--- src/rtl/dll_lock_code_ctrl.sv ---
// DLL lock/code control: power-up sequencing, lock qualification, periodic or
// requested code-update pulses, and capture of the settled 8-bit delay code.
module dll_lock_code_ctrl #(
  parameter int unsigned PD_CYCLES     = 16,
  parameter int unsigned LOCK_FILTER   = 8,
  parameter int unsigned LOCK_TIMEOUT  = 4096,
  parameter int unsigned UPDATE_PERIOD = 1024,
  parameter int unsigned UPDATE_PULSE  = 4
) (
  input  logic       CLK,
  input  logic       RESET_N,
  input  logic       DLL_LOCK,
  input  logic       DLL_DELAY_DIFF,
  input  logic [7:0] DLL_CODE,
  input  logic       UPDATE_REQ,
  input  logic       RELOCK_REQ,
  output logic       DLL_POWERDOWN_N,
  output logic       DLL_CODE_UPDATE,
  output logic [7:0] CODE_Q,
  output logic       CODE_VALID,
  output logic       READY,
  output logic       LOCK_LOST,
  output logic       TIMEOUT
);

  localparam int unsigned PD_W  = $clog2(PD_CYCLES) + 1;
  localparam int unsigned FLT_W = $clog2(LOCK_FILTER) + 1;
  localparam int unsigned TO_W  = $clog2(LOCK_TIMEOUT) + 1;
  localparam int unsigned PER_W = $clog2(UPDATE_PERIOD) + 1;
  localparam int unsigned UP_W  = $clog2(UPDATE_PULSE) + 1;

  typedef enum logic [2:0] {
    PWRDN, WAIT_LOCK, UPDATE, SETTLE, CAPTURE, LOCKED
  } state_t;

  state_t state, state_n;

  logic [PD_W-1:0]  pd_cnt, pd_cnt_n;
  logic [FLT_W-1:0] filt_cnt, filt_cnt_n;
  logic [TO_W-1:0]  to_cnt, to_cnt_n;
  logic [PER_W-1:0] per_cnt, per_cnt_n;
  logic [UP_W-1:0]  up_cnt, up_cnt_n;
  logic             settle_cnt, settle_cnt_n;
  logic             pending, pending_n;
  logic [7:0]       code_q_n;
  logic             code_valid_n, lock_lost_n, timeout_n;
  logic             lock_s1, lock_s, diff_s1, diff_s, diff_d;
  logic             trig, diff_rise, in_lock_phase;

  assign diff_rise     = diff_s & ~diff_d;
  assign trig          = UPDATE_REQ | diff_rise;
  assign in_lock_phase = (state == UPDATE) || (state == SETTLE) ||
                         (state == CAPTURE) || (state == LOCKED);

  // State, counters, synchronizers and registered outputs
  always_ff @(posedge CLK) begin
    if (!RESET_N) begin
      state           <= PWRDN;
      pd_cnt          <= '0;
      filt_cnt        <= '0;
      to_cnt          <= '0;
      per_cnt         <= '0;
      up_cnt          <= '0;
      settle_cnt      <= 1'b0;
      pending         <= 1'b0;
      lock_s1         <= 1'b0;
      lock_s          <= 1'b0;
      diff_s1         <= 1'b0;
      diff_s          <= 1'b0;
      diff_d          <= 1'b0;
      DLL_POWERDOWN_N <= 1'b0;
      DLL_CODE_UPDATE <= 1'b0;
      CODE_Q          <= 8'h00;
      CODE_VALID      <= 1'b0;
      READY           <= 1'b0;
      LOCK_LOST       <= 1'b0;
      TIMEOUT         <= 1'b0;
    end else begin
      state           <= state_n;
      pd_cnt          <= pd_cnt_n;
      filt_cnt        <= filt_cnt_n;
      to_cnt          <= to_cnt_n;
      per_cnt         <= per_cnt_n;
      up_cnt          <= up_cnt_n;
      settle_cnt      <= settle_cnt_n;
      pending         <= pending_n;
      lock_s1         <= DLL_LOCK;
      lock_s          <= lock_s1;
      diff_s1         <= DLL_DELAY_DIFF;
      diff_s          <= diff_s1;
      diff_d          <= diff_s;
      DLL_POWERDOWN_N <= (state_n != PWRDN);
      DLL_CODE_UPDATE <= (state_n == UPDATE);
      CODE_Q          <= code_q_n;
      CODE_VALID      <= code_valid_n;
      READY           <= (state_n == LOCKED);
      LOCK_LOST       <= lock_lost_n;
      TIMEOUT         <= timeout_n;
    end
  end

  // Per-state counters idle at zero, so each state starts counting from 0 on entry
  always_comb begin
    state_n      = state;
    pd_cnt_n     = '0;
    filt_cnt_n   = '0;
    to_cnt_n     = '0;
    per_cnt_n    = '0;
    up_cnt_n     = '0;
    settle_cnt_n = 1'b0;
    pending_n    = pending;
    code_q_n     = CODE_Q;
    code_valid_n = CODE_VALID;
    lock_lost_n  = LOCK_LOST;
    timeout_n    = TIMEOUT;

    if (RELOCK_REQ) begin
      state_n = PWRDN;
      if (state != PWRDN) begin
        lock_lost_n  = 1'b0;
        timeout_n    = 1'b0;
        pending_n    = 1'b0;
        code_valid_n = 1'b0;
      end
    end else if (in_lock_phase && !lock_s) begin
      state_n      = WAIT_LOCK;
      lock_lost_n  = 1'b1;
      code_valid_n = 1'b0;
    end else begin
      case (state)
        PWRDN: begin
          if (pd_cnt == PD_W'(PD_CYCLES - 1)) state_n = WAIT_LOCK;
          else pd_cnt_n = pd_cnt + PD_W'(1);
        end
        WAIT_LOCK: begin
          if (to_cnt == TO_W'(LOCK_TIMEOUT - 1)) begin
            timeout_n = 1'b1;
            state_n   = PWRDN;
          end else begin
            to_cnt_n = to_cnt + TO_W'(1);
            if (lock_s) begin
              if (filt_cnt == FLT_W'(LOCK_FILTER - 1)) state_n = UPDATE;
              else filt_cnt_n = filt_cnt + FLT_W'(1);
            end
          end
        end
        UPDATE: begin
          if (trig) pending_n = 1'b1;
          if (up_cnt == UP_W'(UPDATE_PULSE - 1)) state_n = SETTLE;
          else up_cnt_n = up_cnt + UP_W'(1);
        end
        SETTLE: begin
          if (trig) pending_n = 1'b1;
          if (settle_cnt) state_n = CAPTURE;
          else settle_cnt_n = 1'b1;
        end
        CAPTURE: begin
          if (trig) pending_n = 1'b1;
          code_q_n     = DLL_CODE;
          code_valid_n = 1'b1;
          state_n      = LOCKED;
        end
        LOCKED: begin
          if (trig || pending || (per_cnt == PER_W'(UPDATE_PERIOD - 1))) state_n = UPDATE;
          else per_cnt_n = per_cnt + PER_W'(1);
        end
        default: state_n = PWRDN;
      endcase
    end

    if ((state_n == UPDATE) && (state != UPDATE)) pending_n = 1'b0;
  end

endmodule

--- config.mk ---
export PLATFORM = sky130hd
export DESIGN_NAME = dll_lock_code_ctrl
export DESIGN_NICKNAME = d
export VERILOG_FILES = /design/src/rtl/dll_lock_code_ctrl.sv
export SDC_FILE = /design/constraint.sdc
export NUM_CORES = 1
export LEC_CHECK = 0
export CAP_MARGIN = 0
export CELL_PAD_IN_SITES_DETAIL_PLACEMENT = 2
export CELL_PAD_IN_SITES_GLOBAL_PLACEMENT = 2
export CORE_MARGIN = 10
export CORE_UTILIZATION = 31
export CTS_CLUSTER_DIAMETER = 80
export DETAILED_ROUTE_END_ITERATION = 6
export HOLD_SLACK_MARGIN = 0.1
export PLACE_DENSITY_LB_ADDON = 0.1
export SLEW_MARGIN = 25
export SYNTH_ARGS = -nofsm -noshare
export SYNTH_HDL_FRONTEND = slang
export SYNTH_SLANG_ARGS = --single-unit
--- constraint.sdc ---
create_clock -name CLK -period 1.95 [get_ports CLK]
set_clock_uncertainty 0.15 [all_clocks]
set_input_delay 0.39 -clock CLK [delete_from_list [all_inputs] [get_ports CLK]]
set_output_delay 0.39 -clock CLK [all_outputs]
set_load 0.05 [all_outputs]
### Yosys cells after proc, flatten, opt, wreduce, memory -nomap -nowiden

Cells that the tools add are included.

| storage, ports and cells | value |
|---|---|
| register bits | 60 |
| word-level logic and storage cells | 107 |
| input bits | 14 |

| operators by class | value |
|---|---|
| bitwise gates (word level) | 12 |
| reductions and logical operators | 30 |
| equality and inequality tests | 15 |
| mux-type cells | 25 |
| add/sub/neg operators | 5 |

Operator list:

| operator | number |
|---|---|
| $mux 3 | 9 |
| $reduce_or 5->1 | 4 |
| $pmux 3 s6 | 1 |
| $mux 1 | 15 |
| $add 13x1->13 const B | 1 |
| $eq 13x12->1 const B | 1 |
| $eq 3x2->1 const B | 4 |
| $add 11x1->11 const B | 1 |
| $eq 11x10->1 const B | 1 |
| $not 1->1 | 10 |
| $reduce_bool 2->1 | 5 |
| $eq 3x3->1 const B | 3 |
| $reduce_bool 3->1 | 3 |
| $reduce_and 4->1 | 2 |
| $reduce_or 7->1 | 1 |
| $add 5x1->5 const B | 1 |
| $eq 5x4->1 const B | 1 |
| $logic_or 1x1->1 | 5 |
| $add 4x1->4 const B | 1 |
| $eq 4x3->1 const B | 1 |
| $reduce_and 2->1 | 2 |
| $reduce_or 4->1 | 1 |
| $add 3x1->3 const B | 1 |
| $eq 3x1->1 const B | 1 |
| 11 further kinds | 12 |

### Logic depth before layout (Yosys ltp)

| logic depth | value |
|---|---|
| depth after elaboration | 12 |
| depth in mapped cells | 7 |

### Worst setup path after synthesis

No wires, ideal clock.

| timing | value |
|---|---|
| path type | register -> register |
| start point | register to_cnt[0] |
| end point | register pending |
| data arrival time | 1.828 ns |
| setup time | 0.125 ns |
| slack | -0.153 ns |
| clock period less this slack | 2.103 ns |
| required time | 1.675 ns |
| stages on the path, launching flop included | 7 |
| cell sequence | dfxtp_1 ha_1 nand3_2 nor4_2 nor2_1 o31a_1 o41a_1 |

| on the way | value |
|---|---|
| cells in the longest elaborated chain, start to end | 8 |

Ends and longest elaborated chain:

| what | line | text |
|---|---|---|
| from (decl) | 40 | `logic [TO_W-1:0] to_cnt, to_cnt_n;` |
| from (signal assigned) | 82 | `to_cnt <= to_cnt_n;` |
| $eq 13x12->1 | 136 | `if (to_cnt == TO_W'(LOCK_TIMEOUT - 1)) begin` |
| $mux 3 | 136 |  |
| $pmux 3 s6 | 130 | `case (state)` |
| $mux 3 | 125 | `end else if (in_lock_phase && !lock_s) begin` |
| $mux 3 | 117 | `if (RELOCK_REQ) begin` |
| $eq 3x2->1 | 171 | `if ((state_n == UPDATE) && (state != UPDATE)) pending_n = 1'b0;` |
| $logic_and 1x1->1 | 171 |  |
| $reduce_or 2->1 (no line) | - |  |
| to (signal assigned) | 86 | `pending <= pending_n;` |
| to (decl) | 44 | `logic pending, pending_n;` |

No other way between the ends.
A chain may end at the register's enable or synchronous reset.

### Worst setup path in the final report

| timing | value |
|---|---|
| start point | register pd_cnt[0] |
| end point | register pending |

| on the way | value |
|---|---|
| cells in the longest elaborated chain, start to end | 8 |

Ends and longest elaborated chain:

| what | line | text |
|---|---|---|
| from (decl) | 38 | `logic [PD_W-1:0] pd_cnt, pd_cnt_n;` |
| from (signal assigned) | 80 | `pd_cnt <= pd_cnt_n;` |
| $eq 5x4->1 | 132 | `if (pd_cnt == PD_W'(PD_CYCLES - 1)) state_n = WAIT_LOCK;` |
| $mux 3 | 132 |  |
| $pmux 3 s6 | 130 |  |
| $mux 3 | 125 |  |
| $mux 3 | 117 |  |
| $eq 3x2->1 | 171 |  |
| $logic_and 1x1->1 | 171 |  |
| $reduce_or 2->1 (no line) | - |  |

No other way between the ends.

==> reports/qor.txt <==
initial antenna violation count -> 0
RSZ-0062 raised after global routing -> true
final period utilization -> 1.003
WHS -> 292.6 ps
worst-margin pin slew -> 672.1 ps
n_diodes -> 0
endpoints failing setup -> 1
post-synth top area cell -> dfxtp_1
clk sinks -> 60
startpoint types -> flip-flop
root buffer cell -> clkbuf_8
DR vias -> 2,101
slack of the critical path -> -5.053 ps
Max FO, Critical Path -> 2
largest family of logic cells by synthesized area -> simple AND/OR/NAND/NOR gates
# nets final -> 369
DP Worst Slack -> -357.0 ps
Tot Pwr -> 2.221 mW
DR WL met3 -> 181 um
GRT Residual Overflow -> 0
Tmin final -> 1955 ps
count leader, synth -> dfxtp_1
Crit path required time -> 2010 ps
Initial Util -> 0.3178
Via density -> 4.628
CP Capture Type -> flip-flop
synthesized instance count -> 263
Rows -> 32
CTS tree -> yes
cell types with the highest counts after synthesis -> 60 x dfxtp_1, 57 x nor2_1, 17 x xnor2_1
uppermost routed layer -> met4
VDD IR max -> 0.2725 mV
register area -> 1216 um^2
Critical Path AT -> 2020 ps
WL met1 -> 2.870 mm
crit path kind -> reg2reg
routability congestion estimate -> 0.7780
die area -> 11,880 um^2
Die Ht -> 109.0 um
HP Class -> reg2reg
Post-Synth XOR/XNOR Area -> 0.08202
Post-CTS Hold Buffers -> 0
DR WL/cell -> 15.02 um
Final Hold Fails -> 0
Synth Flop Type -> dfxtp_1
Slew Viols, Final -> 0
clk_lat worst skew -> 330 ps
syn nets -> 284
IO Port Bufs -> 27
WL final -> 6.818 mm
worst-case clock buffer depth -> 2
post-synthesis sequential area ratio -> 0.4890
EDFF count, synth -> 0
Non-Filler Instances -> 454
fillers -> 825
mux contribution to synthesized area -> 0.03260
Seq cells post-synth -> 60
Max-cap violations -> 0
Final Cell Area -> 3547 um^2
drt pass-1 iters -> 4
Area after DPL -> 3197 um^2
Routed Antenna Nets -> 0
fraction of layout cells with a size suffix above 1 -> 0.3381
Area contributors post-synth -> dfxtp_1 49%, nor2_1 8.7%, xnor2_1 6.1%
die width -> 109.0 um
core area -> 7727 um^2
Synth Cell Area -> 2456 um^2
multi-input combinational cell area -> 1354 um^2
Post-DP HPWL -> 5.022 mm
Cells after DPL -> 434
Yosys top cell area share -> 0.4890
share of synthesized registers carrying an async set or reset -> 0
largest net degree at the start of global routing -> 17
Leak -> 1.395 nW
H-tree levels -> 3
Fin Setup TNS -> -5.053 ps
post-synthesis cell type count -> 46
Power Density -> 626.2 nW/um^2
vias in the first global route -> 2,471
Area Growth Syn to Fin -> 44.42%
Post-Route Utilization -> 0.4590
outcome -> finished, violations left
Synth warnings -> 0
failing checks -> negative setup slack
total CTS buffers -> 9
first-pass GRT wire length -> 12.02 mm
IO Pins -> 28
Post-Synth Adder-Cell Area -> 0.03566
syn avg cell area -> 9.339 um^2
Synth Area in Simple Gates -> 0.2695
Total Routing Usage GR -> 0.1270
slew margin rel. -> 0.5472
Fmax -> 511.5 MHz
DRC Markers -> 0
met2 wire len -> 3.636 mm
Clock transition at path regs -> 70 ps
Synth Area in Compound Gates -> 0.05706
First DRT Iteration DRCs -> 37
worst max-delay path, cell delays in order (launching register included):
cell     delay [ps]
dfxtp_2         340
ha_4            150
and3_4          150
ha_4            160
nor2_4          120
o32ai_2          80
o31a_1          310
o41a_1          380
path summary, 6_finish.rpt:
path | from | end | slack, ps | depth (start not counted)
max | pd_cnt[0]$_SDFF_PP0_ | pending$_SDFFE_PP0P_ | -5 | 7
min | lock_s1$_SDFF_PN0_ | lock_s$_SDFF_PN0_ | 290 | 1
max reg2reg | pd_cnt[0]$_SDFF_PP0_ | pending$_SDFFE_PP0P_ | -5 | 7
min reg2reg | lock_s1$_SDFF_PN0_ | lock_s$_SDFF_PN0_ | 290 | 1
registers in the layout, indices dropped and copies added, names as in the netlist, 3 cells and up:
| signal | cells |
|---|---|
| CODE_Q | 8 |
| filt_cnt | 4 |
| pd_cnt | 5 |
| per_cnt | 11 |
| state | 3 |
| to_cnt | 13 |
| up_cnt | 3 |
power by group:
part / internal, mW / switching [mW]
Combinational: 0.0458 / 0.0307
Clock: 0.449 / 0.461
Sequential: 1.23 / 0.00410
per-layer routing:
layer / vias to the layer above / track usage
li1: 1042 / -
met1: 1026 / 0.1335
met2: 20 / 0.2331
met3: 13 / 0.03422
met4: 0 / 0.05273
met5: - / 0
cell type report:
type | count | area share
inverter | 15 | 0.01587
clock inverter | 3 | 0.004233
sequential | 60 | 0.3429
tap | 102 | 0.03598
clock buffer | 12 | 0.03810
timing repair buffer | 81 | 0.1813
multi-input combinational | 181 | 0.3817
cell usage in the layout (no fill, tap or decap), drive strengths merged, types with 5 or more instances in the layout:
| master | instances |
|---|---|
| xor2 | 6 |
| inv | 15 |
| nand4 | 5 |
| clkbuf | 12 |
| clkdlybuf4s50 | 12 |
| nand2 | 9 |
| buf | 68 |
| nor2b | 13 |
| ha | 7 |
| nand3 | 11 |
| nor3b | 5 |
| dfxtp | 60 |
| and2 | 6 |
| xnor2 | 17 |
| nor2 | 57 |
| mux2i | 8 |
timing repair:
item | CTS | global route
cloned | 0 | 0
gates resized for setup | 17 | 17
setup buffers | 4 | 2
pin swaps | 11 | 14
endpoints found under the setup margin | 19 | 28
cell families (layout without fill, tap and decap cells):
family | Yosys count | count (layout)
compound gates | 19 | 19
xor+xnor | 23 | 23
fa+ha+maj | 7 | 7
buf+inv | 22 | 111
flops | 60 | 60
mux | 8 | 8
simple gates | 124 | 124
No activity file was read; power rests on OpenSTA's default activity.
